## config.mk

```make
export PLATFORM = sky130hd
export DESIGN_NAME = axi_wr_arbiter
export DESIGN_NICKNAME = d
export VERILOG_FILES = /design/src/rtl/axi_wr_arbiter.sv
export SDC_FILE = /design/constraint.sdc
export NUM_CORES = 1
export LEC_CHECK = 0
export ABC_CLOCK_PERIOD_IN_PS = 2900
export CORE_AREA = 2 2 127 129
export CTS_BUF_LIST = sky130_fd_sc_hd__clkbuf_8
export CTS_CLUSTER_SIZE = 12
export DETAILED_ROUTE_END_ITERATION = 10
export DIE_AREA = 0 0 129 131
export HOLD_SLACK_MARGIN = 0.05
export PLACE_DENSITY = 0.66
export SLEW_MARGIN = 30
export SYNTH_ARGS = -nofsm -noshare
export SYNTH_HDL_FRONTEND = slang
export SYNTH_SLANG_ARGS = --single-unit
```

## constraint.sdc

```tcl
create_clock -name aclk_i -period 2.9 [get_ports aclk_i]
set_input_delay 0.87 -clock aclk_i [delete_from_list [all_inputs] [get_ports aclk_i]]
set_output_delay 0.87 -clock aclk_i [all_outputs]
set_load 0.005 [all_outputs]
```

## src/rtl/axi_wr_arbiter.sv

```systemverilog
// AXI3 write-port arbiter: NUM_MST masters onto one slave (round-robin AW, AW-ordered W, ID-routed B).
// Define AXI_WR_ARB_PERF_CNT_EN to add the grant_cnt_o / stall_cnt_o performance counters.
module axi_wr_arbiter #(
    parameter int unsigned NUM_MST  = 2,
    parameter int unsigned ID_W     = 4,
    parameter int unsigned ADDR_W   = 32,
    parameter int unsigned DATA_W   = 32,
    parameter int unsigned WQ_DEPTH = 4,
    localparam int unsigned MSEL_W  = (NUM_MST > 1) ? $clog2(NUM_MST) : 1,
    localparam int unsigned STRB_W  = DATA_W / 8,
    localparam int unsigned SID_W   = ID_W + MSEL_W
) (
    input  logic                        aclk_i,
    input  logic                        arstn_i,
    input  logic [NUM_MST*ID_W-1:0]     m_awid_i,
    input  logic [NUM_MST*ADDR_W-1:0]   m_awaddr_i,
    input  logic [NUM_MST*4-1:0]        m_awlen_i,
    input  logic [NUM_MST*3-1:0]        m_awsize_i,
    input  logic [NUM_MST*2-1:0]        m_awburst_i,
    input  logic [NUM_MST*2-1:0]        m_awlock_i,
    input  logic [NUM_MST*4-1:0]        m_awcache_i,
    input  logic [NUM_MST*3-1:0]        m_awprot_i,
    input  logic [NUM_MST-1:0]          m_awvalid_i,
    output logic [NUM_MST-1:0]          m_awready_o,
    input  logic [NUM_MST*ID_W-1:0]     m_wid_i,
    input  logic [NUM_MST*DATA_W-1:0]   m_wdata_i,
    input  logic [NUM_MST*STRB_W-1:0]   m_wstrb_i,
    input  logic [NUM_MST-1:0]          m_wlast_i,
    input  logic [NUM_MST-1:0]          m_wvalid_i,
    output logic [NUM_MST-1:0]          m_wready_o,
    output logic [NUM_MST*ID_W-1:0]     m_bid_o,
    output logic [NUM_MST*2-1:0]        m_bresp_o,
    output logic [NUM_MST-1:0]          m_bvalid_o,
    input  logic [NUM_MST-1:0]          m_bready_i,
    output logic [SID_W-1:0]            s_awid_o,
    output logic [ADDR_W-1:0]           s_awaddr_o,
    output logic [3:0]                  s_awlen_o,
    output logic [2:0]                  s_awsize_o,
    output logic [1:0]                  s_awburst_o,
    output logic [1:0]                  s_awlock_o,
    output logic [3:0]                  s_awcache_o,
    output logic [2:0]                  s_awprot_o,
    output logic                        s_awvalid_o,
    input  logic                        s_awready_i,
    output logic [SID_W-1:0]            s_wid_o,
    output logic [DATA_W-1:0]           s_wdata_o,
    output logic [STRB_W-1:0]           s_wstrb_o,
    output logic                        s_wlast_o,
    output logic                        s_wvalid_o,
    input  logic                        s_wready_i,
    input  logic [SID_W-1:0]            s_bid_i,
    input  logic [1:0]                  s_bresp_i,
    input  logic                        s_bvalid_i,
    output logic                        s_bready_o
`ifdef AXI_WR_ARB_PERF_CNT_EN
    ,
    output logic [NUM_MST*16-1:0]       grant_cnt_o,
    output logic [15:0]                 stall_cnt_o
`endif
);

    localparam int unsigned PTR_W = $clog2(WQ_DEPTH);
    localparam int unsigned CNT_W = PTR_W + 1;

    typedef enum logic [0:0] {StIdle, StGrant} state_e;

    state_e              state_q;
    logic [MSEL_W-1:0]   win_q;
    logic [MSEL_W-1:0]   rr_q;
    logic [MSEL_W-1:0]   rr_next;
    logic [MSEL_W-1:0]   rr_win;
    logic [MSEL_W-1:0]   cand;
    logic                rr_any;

    logic [MSEL_W-1:0]   fifo_q [WQ_DEPTH];
    logic [PTR_W-1:0]    wr_ptr_q;
    logic [PTR_W-1:0]    rd_ptr_q;
    logic [CNT_W-1:0]    cnt_q;
    logic [CNT_W-1:0]    cnt_d;
    logic                fifo_full;
    logic                fifo_empty;
    logic [MSEL_W-1:0]   w_sel;
    logic [MSEL_W-1:0]   b_sel;

    logic                aw_hs;
    logic                w_pop;

    assign fifo_full  = (cnt_q == CNT_W'(WQ_DEPTH));
    assign fifo_empty = (cnt_q == '0);
    assign w_sel      = fifo_q[rd_ptr_q];
    assign b_sel      = s_bid_i[ID_W +: MSEL_W];
    assign rr_next    = (win_q == MSEL_W'(NUM_MST - 1)) ? '0 : win_q + 1'b1;

    // Scan from the highest offset down so the nearest requester at/after rr_q wins.
    always_comb begin
        rr_win = rr_q;
        rr_any = 1'b0;
        cand   = '0;
        for (int k = NUM_MST - 1; k >= 0; k--) begin
            cand = MSEL_W'((int'(rr_q) + k) % int'(NUM_MST));
            if (m_awvalid_i[cand]) begin
                rr_win = cand;
                rr_any = 1'b1;
            end
        end
    end

    always_comb begin
        s_awid_o    = '0;
        s_awaddr_o  = '0;
        s_awlen_o   = '0;
        s_awsize_o  = '0;
        s_awburst_o = '0;
        s_awlock_o  = '0;
        s_awcache_o = '0;
        s_awprot_o  = '0;
        s_awvalid_o = 1'b0;
        m_awready_o = '0;
        if (state_q == StGrant) begin
            for (int i = 0; i < NUM_MST; i++) begin
                if (win_q == MSEL_W'(i)) begin
                    s_awid_o       = {win_q, m_awid_i[i*ID_W +: ID_W]};
                    s_awaddr_o     = m_awaddr_i[i*ADDR_W +: ADDR_W];
                    s_awlen_o      = m_awlen_i[i*4 +: 4];
                    s_awsize_o     = m_awsize_i[i*3 +: 3];
                    s_awburst_o    = m_awburst_i[i*2 +: 2];
                    s_awlock_o     = m_awlock_i[i*2 +: 2];
                    s_awcache_o    = m_awcache_i[i*4 +: 4];
                    s_awprot_o     = m_awprot_i[i*3 +: 3];
                    s_awvalid_o    = m_awvalid_i[i];
                    m_awready_o[i] = s_awready_i;
                end
            end
        end
    end

    assign aw_hs = (state_q == StGrant) && s_awvalid_o && s_awready_i;

    // W follows the FIFO head only; an empty FIFO blocks all masters.
    always_comb begin
        s_wid_o    = '0;
        s_wdata_o  = '0;
        s_wstrb_o  = '0;
        s_wlast_o  = 1'b0;
        s_wvalid_o = 1'b0;
        m_wready_o = '0;
        if (!fifo_empty) begin
            for (int i = 0; i < NUM_MST; i++) begin
                if (w_sel == MSEL_W'(i)) begin
                    s_wid_o       = {w_sel, m_wid_i[i*ID_W +: ID_W]};
                    s_wdata_o     = m_wdata_i[i*DATA_W +: DATA_W];
                    s_wstrb_o     = m_wstrb_i[i*STRB_W +: STRB_W];
                    s_wlast_o     = m_wlast_i[i];
                    s_wvalid_o    = m_wvalid_i[i];
                    m_wready_o[i] = s_wready_i;
                end
            end
        end
    end

    assign w_pop = !fifo_empty && s_wvalid_o && s_wready_i && s_wlast_o;

    // Responses carrying an out-of-range master index are sunk.
    always_comb begin
        m_bid_o    = '0;
        m_bresp_o  = '0;
        m_bvalid_o = '0;
        s_bready_o = 1'b1;
        for (int i = 0; i < NUM_MST; i++) begin
            if (b_sel == MSEL_W'(i)) begin
                m_bid_o[i*ID_W +: ID_W] = s_bid_i[ID_W-1:0];
                m_bresp_o[i*2 +: 2]     = s_bresp_i;
                m_bvalid_o[i]           = s_bvalid_i;
                s_bready_o              = m_bready_i[i];
            end
        end
    end

    always_comb begin
        cnt_d = cnt_q;
        if (aw_hs && !w_pop) begin
            cnt_d = cnt_q + 1'b1;
        end else if (!aw_hs && w_pop) begin
            cnt_d = cnt_q - 1'b1;
        end
    end

    always_ff @(posedge aclk_i) begin
        if (!arstn_i) begin
            state_q  <= StIdle;
            win_q    <= '0;
            rr_q     <= '0;
            wr_ptr_q <= '0;
            rd_ptr_q <= '0;
            cnt_q    <= '0;
        end else begin
            unique case (state_q)
                StIdle: begin
                    if (rr_any && !fifo_full) begin
                        win_q   <= rr_win;
                        state_q <= StGrant;
                    end
                end
                StGrant: begin
                    if (aw_hs) begin
                        rr_q    <= rr_next;
                        state_q <= StIdle;
                    end
                end
                default: state_q <= StIdle;
            endcase
            if (aw_hs) begin
                wr_ptr_q <= wr_ptr_q + 1'b1;
            end
            if (w_pop) begin
                rd_ptr_q <= rd_ptr_q + 1'b1;
            end
            cnt_q <= cnt_d;
        end
    end

    always_ff @(posedge aclk_i) begin
        if (aw_hs) begin
            fifo_q[wr_ptr_q] <= win_q;
        end
    end

`ifdef AXI_WR_ARB_PERF_CNT_EN
    logic [15:0] grant_cnt_q [NUM_MST];
    logic [15:0] stall_cnt_q;

    always_ff @(posedge aclk_i) begin
        if (!arstn_i) begin
            for (int i = 0; i < NUM_MST; i++) begin
                grant_cnt_q[i] <= '0;
            end
            stall_cnt_q <= '0;
        end else begin
            for (int i = 0; i < NUM_MST; i++) begin
                if (aw_hs && (win_q == MSEL_W'(i)) && (grant_cnt_q[i] != 16'hFFFF)) begin
                    grant_cnt_q[i] <= grant_cnt_q[i] + 16'd1;
                end
            end
            if ((state_q == StIdle) && rr_any && fifo_full && (stall_cnt_q != 16'hFFFF)) begin
                stall_cnt_q <= stall_cnt_q + 16'd1;
            end
        end
    end

    always_comb begin
        grant_cnt_o = '0;
        for (int i = 0; i < NUM_MST; i++) begin
            grant_cnt_o[i*16 +: 16] = grant_cnt_q[i];
        end
    end

    assign stall_cnt_o = stall_cnt_q;
`endif

endmodule

```

==> impl_metrics.toml <==
[placed_design]
gp_congestion = 0.7661
dpl.hpwl_um = 10190
portBuffers = 325

[power_and_ir_drop]
p_leak_uw = 0.003098
cellPowerDensity_mw_per_mm2 = 235.6
peakVddDrop_v = 0.0001747

[synthesis]
avgSynthCellArea_um2 = 6.901
synth.mux.area_fraction = 0.2742
synthXorXnorAreaFrac = 0.01061
synth_cell_types = 31
synth-adder-area-share = 0.03333
synth_area_mm2 = 0.002477
syn_nets = 573
synth_top_family_by_area = "simple AND/OR/NAND/NOR gates"
syn_inst = 359
synth-compound-area-share = 0.1071
ys_seq_area_frac = 0.1455
synthSimpleGateAreaFrac = 0.3747
synth_warnings = 0
yosys_register_bits = 16

[global_route]
grt-busiest-layer = "met2"
global_route.usage.met1 = 0.1393
antenna_found_initial = 0
track_usage = 0.1292
gr-usage-met3 = 0.04031
grt_first_pass_wirelength_um = 17130
use_met2 = 0.2505
gr-total-overflow = 0
grt_pass1_vias = 3269
grt_max_degree = 60

[clocking]
cts_tree = "built"
clock_sinks = 16
clock_latency_ps = 250
cts_buffer_depth = 2
cts_max_level = 1
cts_inserted_buffers = 3
ctsHoldBuffers = 0
cts.clk_slew.worst_paths_ps = 60
root_buffer = "clkbuf_8"

[worst_setup_path]
crit_path_frequent_cell = "clkdlybuf4s50_1"
path_max_fanout = 1
startpoint_type = "primary input"
path_cells = "clkdlybuf4s50_1 -> mux2i_1 -> nor2b_1 -> clkdlybuf4s50_1"
r2r_start = "fifo_q[3]"
worst_setup_path_end_kind = "output port"
r2r_end = "cnt_q[2]"
slowest_delay_ps = 500
cp.required_ps = 2030
slowest_stage = "clkdlybuf4s50_1"
criticalPathCategory = "primary input to output port"
r2r_setup_slack_ps = 250
cp.arrival_ps = 1990
worst_r2r_path_depth = 10

[drt]
first_pass_iters = 4
vias_per_cell = 3.986
vias = 3579
wirelength_um = 12600
ant_nets = 0
drcViolationCount = 0
wl_per_cell_um = 14.03
drtIter0Drc = 71

[layout]
fin_nets = 897
num_antenna_cells = 0
syn_to_final_growth_pct = 151.8
drive_gt1_frac = 0.05718

[floorplanning]
core.rowCount = 46
die_y_um = 131
core-area_mm2 = 0.01560
dieArea_mm2 = 0.01690
io-pin-count = 326
initial_core_util = 0.1588
die_w_um = 129

[sta]
setup_violations = 0
fin_crit_sh = 0.9861
holdWs_ps = 479.6
fmax_ghz = 0.3497
hold_violations = 0
rsz0062_at_grt = "false"
min_period_ps = 2860
slew_violations = 0
clock_skew_ps = 1.286
setup_tns_ps = 0
worstMarginPinSlew_ps = 424.8
max_slew_margin = 0.7159

[hold_path]
hold_depth = 2
hold_path.class = "flop to flop"
worstHoldStart = "rd_ptr_q[1]"

[job]
cap_violations = 0

[outcome]
status = "complete, no violations"
-- logic make-up (layout without fill, tap and decap cells) --
group,after synthesis,in the layout
mux,66,66
fa+ha+maj,6,6
xor+xnor,3,3
buf+inv,32,355
simple gates,186,186
compound gates,50,50
flops,16,16
-- Yosys cell counts, drive strengths merged --
library cell	count	area [um2]
a21boi	3	22.52
nor2	5	18.77
o21ai	2	10.01
buf	8	45.04
nor2b	64	400.4
o21a	1	7.510
and3	2	12.51
inv	3	11.26
nor3	1	5.000
o211a	1	10.01
mux2i	63	634.4
fa	1	20.02
ha	5	62.56
mux4	1	22.52
or3	2	12.51
xor2	1	8.760
clkbuf	21	78.83
dfxtp	12	240.2
xnor2	2	17.52
nand2	91	341.6
edfxtp	4	120.1
and3b	1	8.760
nand2b	4	25.02
and2	14	87.58
mux2	2	22.52
nand3	1	10.01
a21oi	43	215.2
nand4	1	6.260
-- through the flow --
stage / instances / setup slack, ps / instance area (um2) / utilization / power [uW]
after floorplan: 359 / 352.0 / 2477 / - / 639.8
after global placement: 890 / -234.6 / 6091 / 0.3905 / 1392
after detailed placement: 890 / -208.3 / 6091 / 0.3905 / 1394
after CTS: 896 / 0.1521 / 6128 / 0.3929 / 1508
after global routing: 898 / 2.360 / 6238 / 0.4000 / 1583
final: 898 / 40.36 / 6238 / 0.4000 / 1470
-- routing by layer --
metal,up-vias,part of all wire
met2,192,0.52
li1,1829,-
met4,0,0.0051
met3,4,0.11
met5,-,0
met1,1554,0.36
-- area by class of cell --
| cell class | instances | area, um2 |
|---|---|---|
| tap | 216 | 270.3 |
| multi-input combinational | 311 | 2002 |
| clock inverter | 1 | 3.754 |
| clock buffer | 3 | 41.29 |
| inverter | 3 | 11.26 |
| sequential | 16 | 366.6 |
| fill | 1634 | 9359 |
| timing repair buffer | 348 | 3543 |
-- what timing repair did --
| item | 4_1_cts | 5_1_grt |
|---|---|---|
| gates resized for setup | 83 | 32 |
| cloned | 2 | 1 |
| setup endpoints to repair | 98 | 32 |
| setup buffers | 0 | 1 |
-- placed cells by master, fill, tap and decap left out, types with 2 or more instances in the layout --
cell type | netlist | final
xnor2_1 | 2 | 2
nand2b_1 | 4 | 4
bufbuf_16 | 0 | 2
buf_6 | 1 | 2
edfxtp_1 | 4 | 4
nand2_1 | 91 | 90
clkbuf_8 | 0 | 3
or3_1 | 2 | 2
dlygate4sd2_1 | 0 | 76
a21oi_1 | 43 | 42
buf_12 | 0 | 5
inv_1 | 3 | 3
clkdlybuf4s50_1 | 0 | 219
mux2i_2 | 1 | 2
nor2b_1 | 64 | 64
o21ai_0 | 2 | 2
mux2i_1 | 62 | 61
ha_1 | 5 | 5
a21boi_0 | 3 | 3
nor2_1 | 5 | 5
buf_4 | 0 | 13
dfxtp_2 | 0 | 2
and3_1 | 2 | 2
and2_1 | 14 | 14
dlymetal6s2s_1 | 0 | 30
dfxtp_1 | 12 | 9
-- where the power goes --
group	leakage (uW)	internal, uW	switching, uW
clock network	0.0000231	93.9	74.6
logic	0.00294	647	391
registers	0.000136	242	21.9
total	0.00310	982	488
-- critical path, delay by kind of cell --
kind / cells / cell delay (ps)
buf+inv: 2 / 950
simple gates: 1 / 100
mux: 1 / 60
-- worst max path at each step --
stage,startpoint,endpoint,slack [ps],cells past startpoint
6_report,m_awaddr_i[39],s_awaddr_o[7],40,4
2_1_floorplan,m_awvalid_i[1],cnt_q[2],350,9
4_1_cts,m_awlen_i[2],s_awlen_o[2],0.2,4
3_5_place_dp,m_awvalid_i[1],s_awvalid_o,-210,4
5_1_grt,fifo_q[3],m_wready_o[0],2,4
3_3_place_gp,m_wstrb_i[3],s_wstrb_o[3],-230,4
Note: power is estimated with default switching activity, not from simulation.
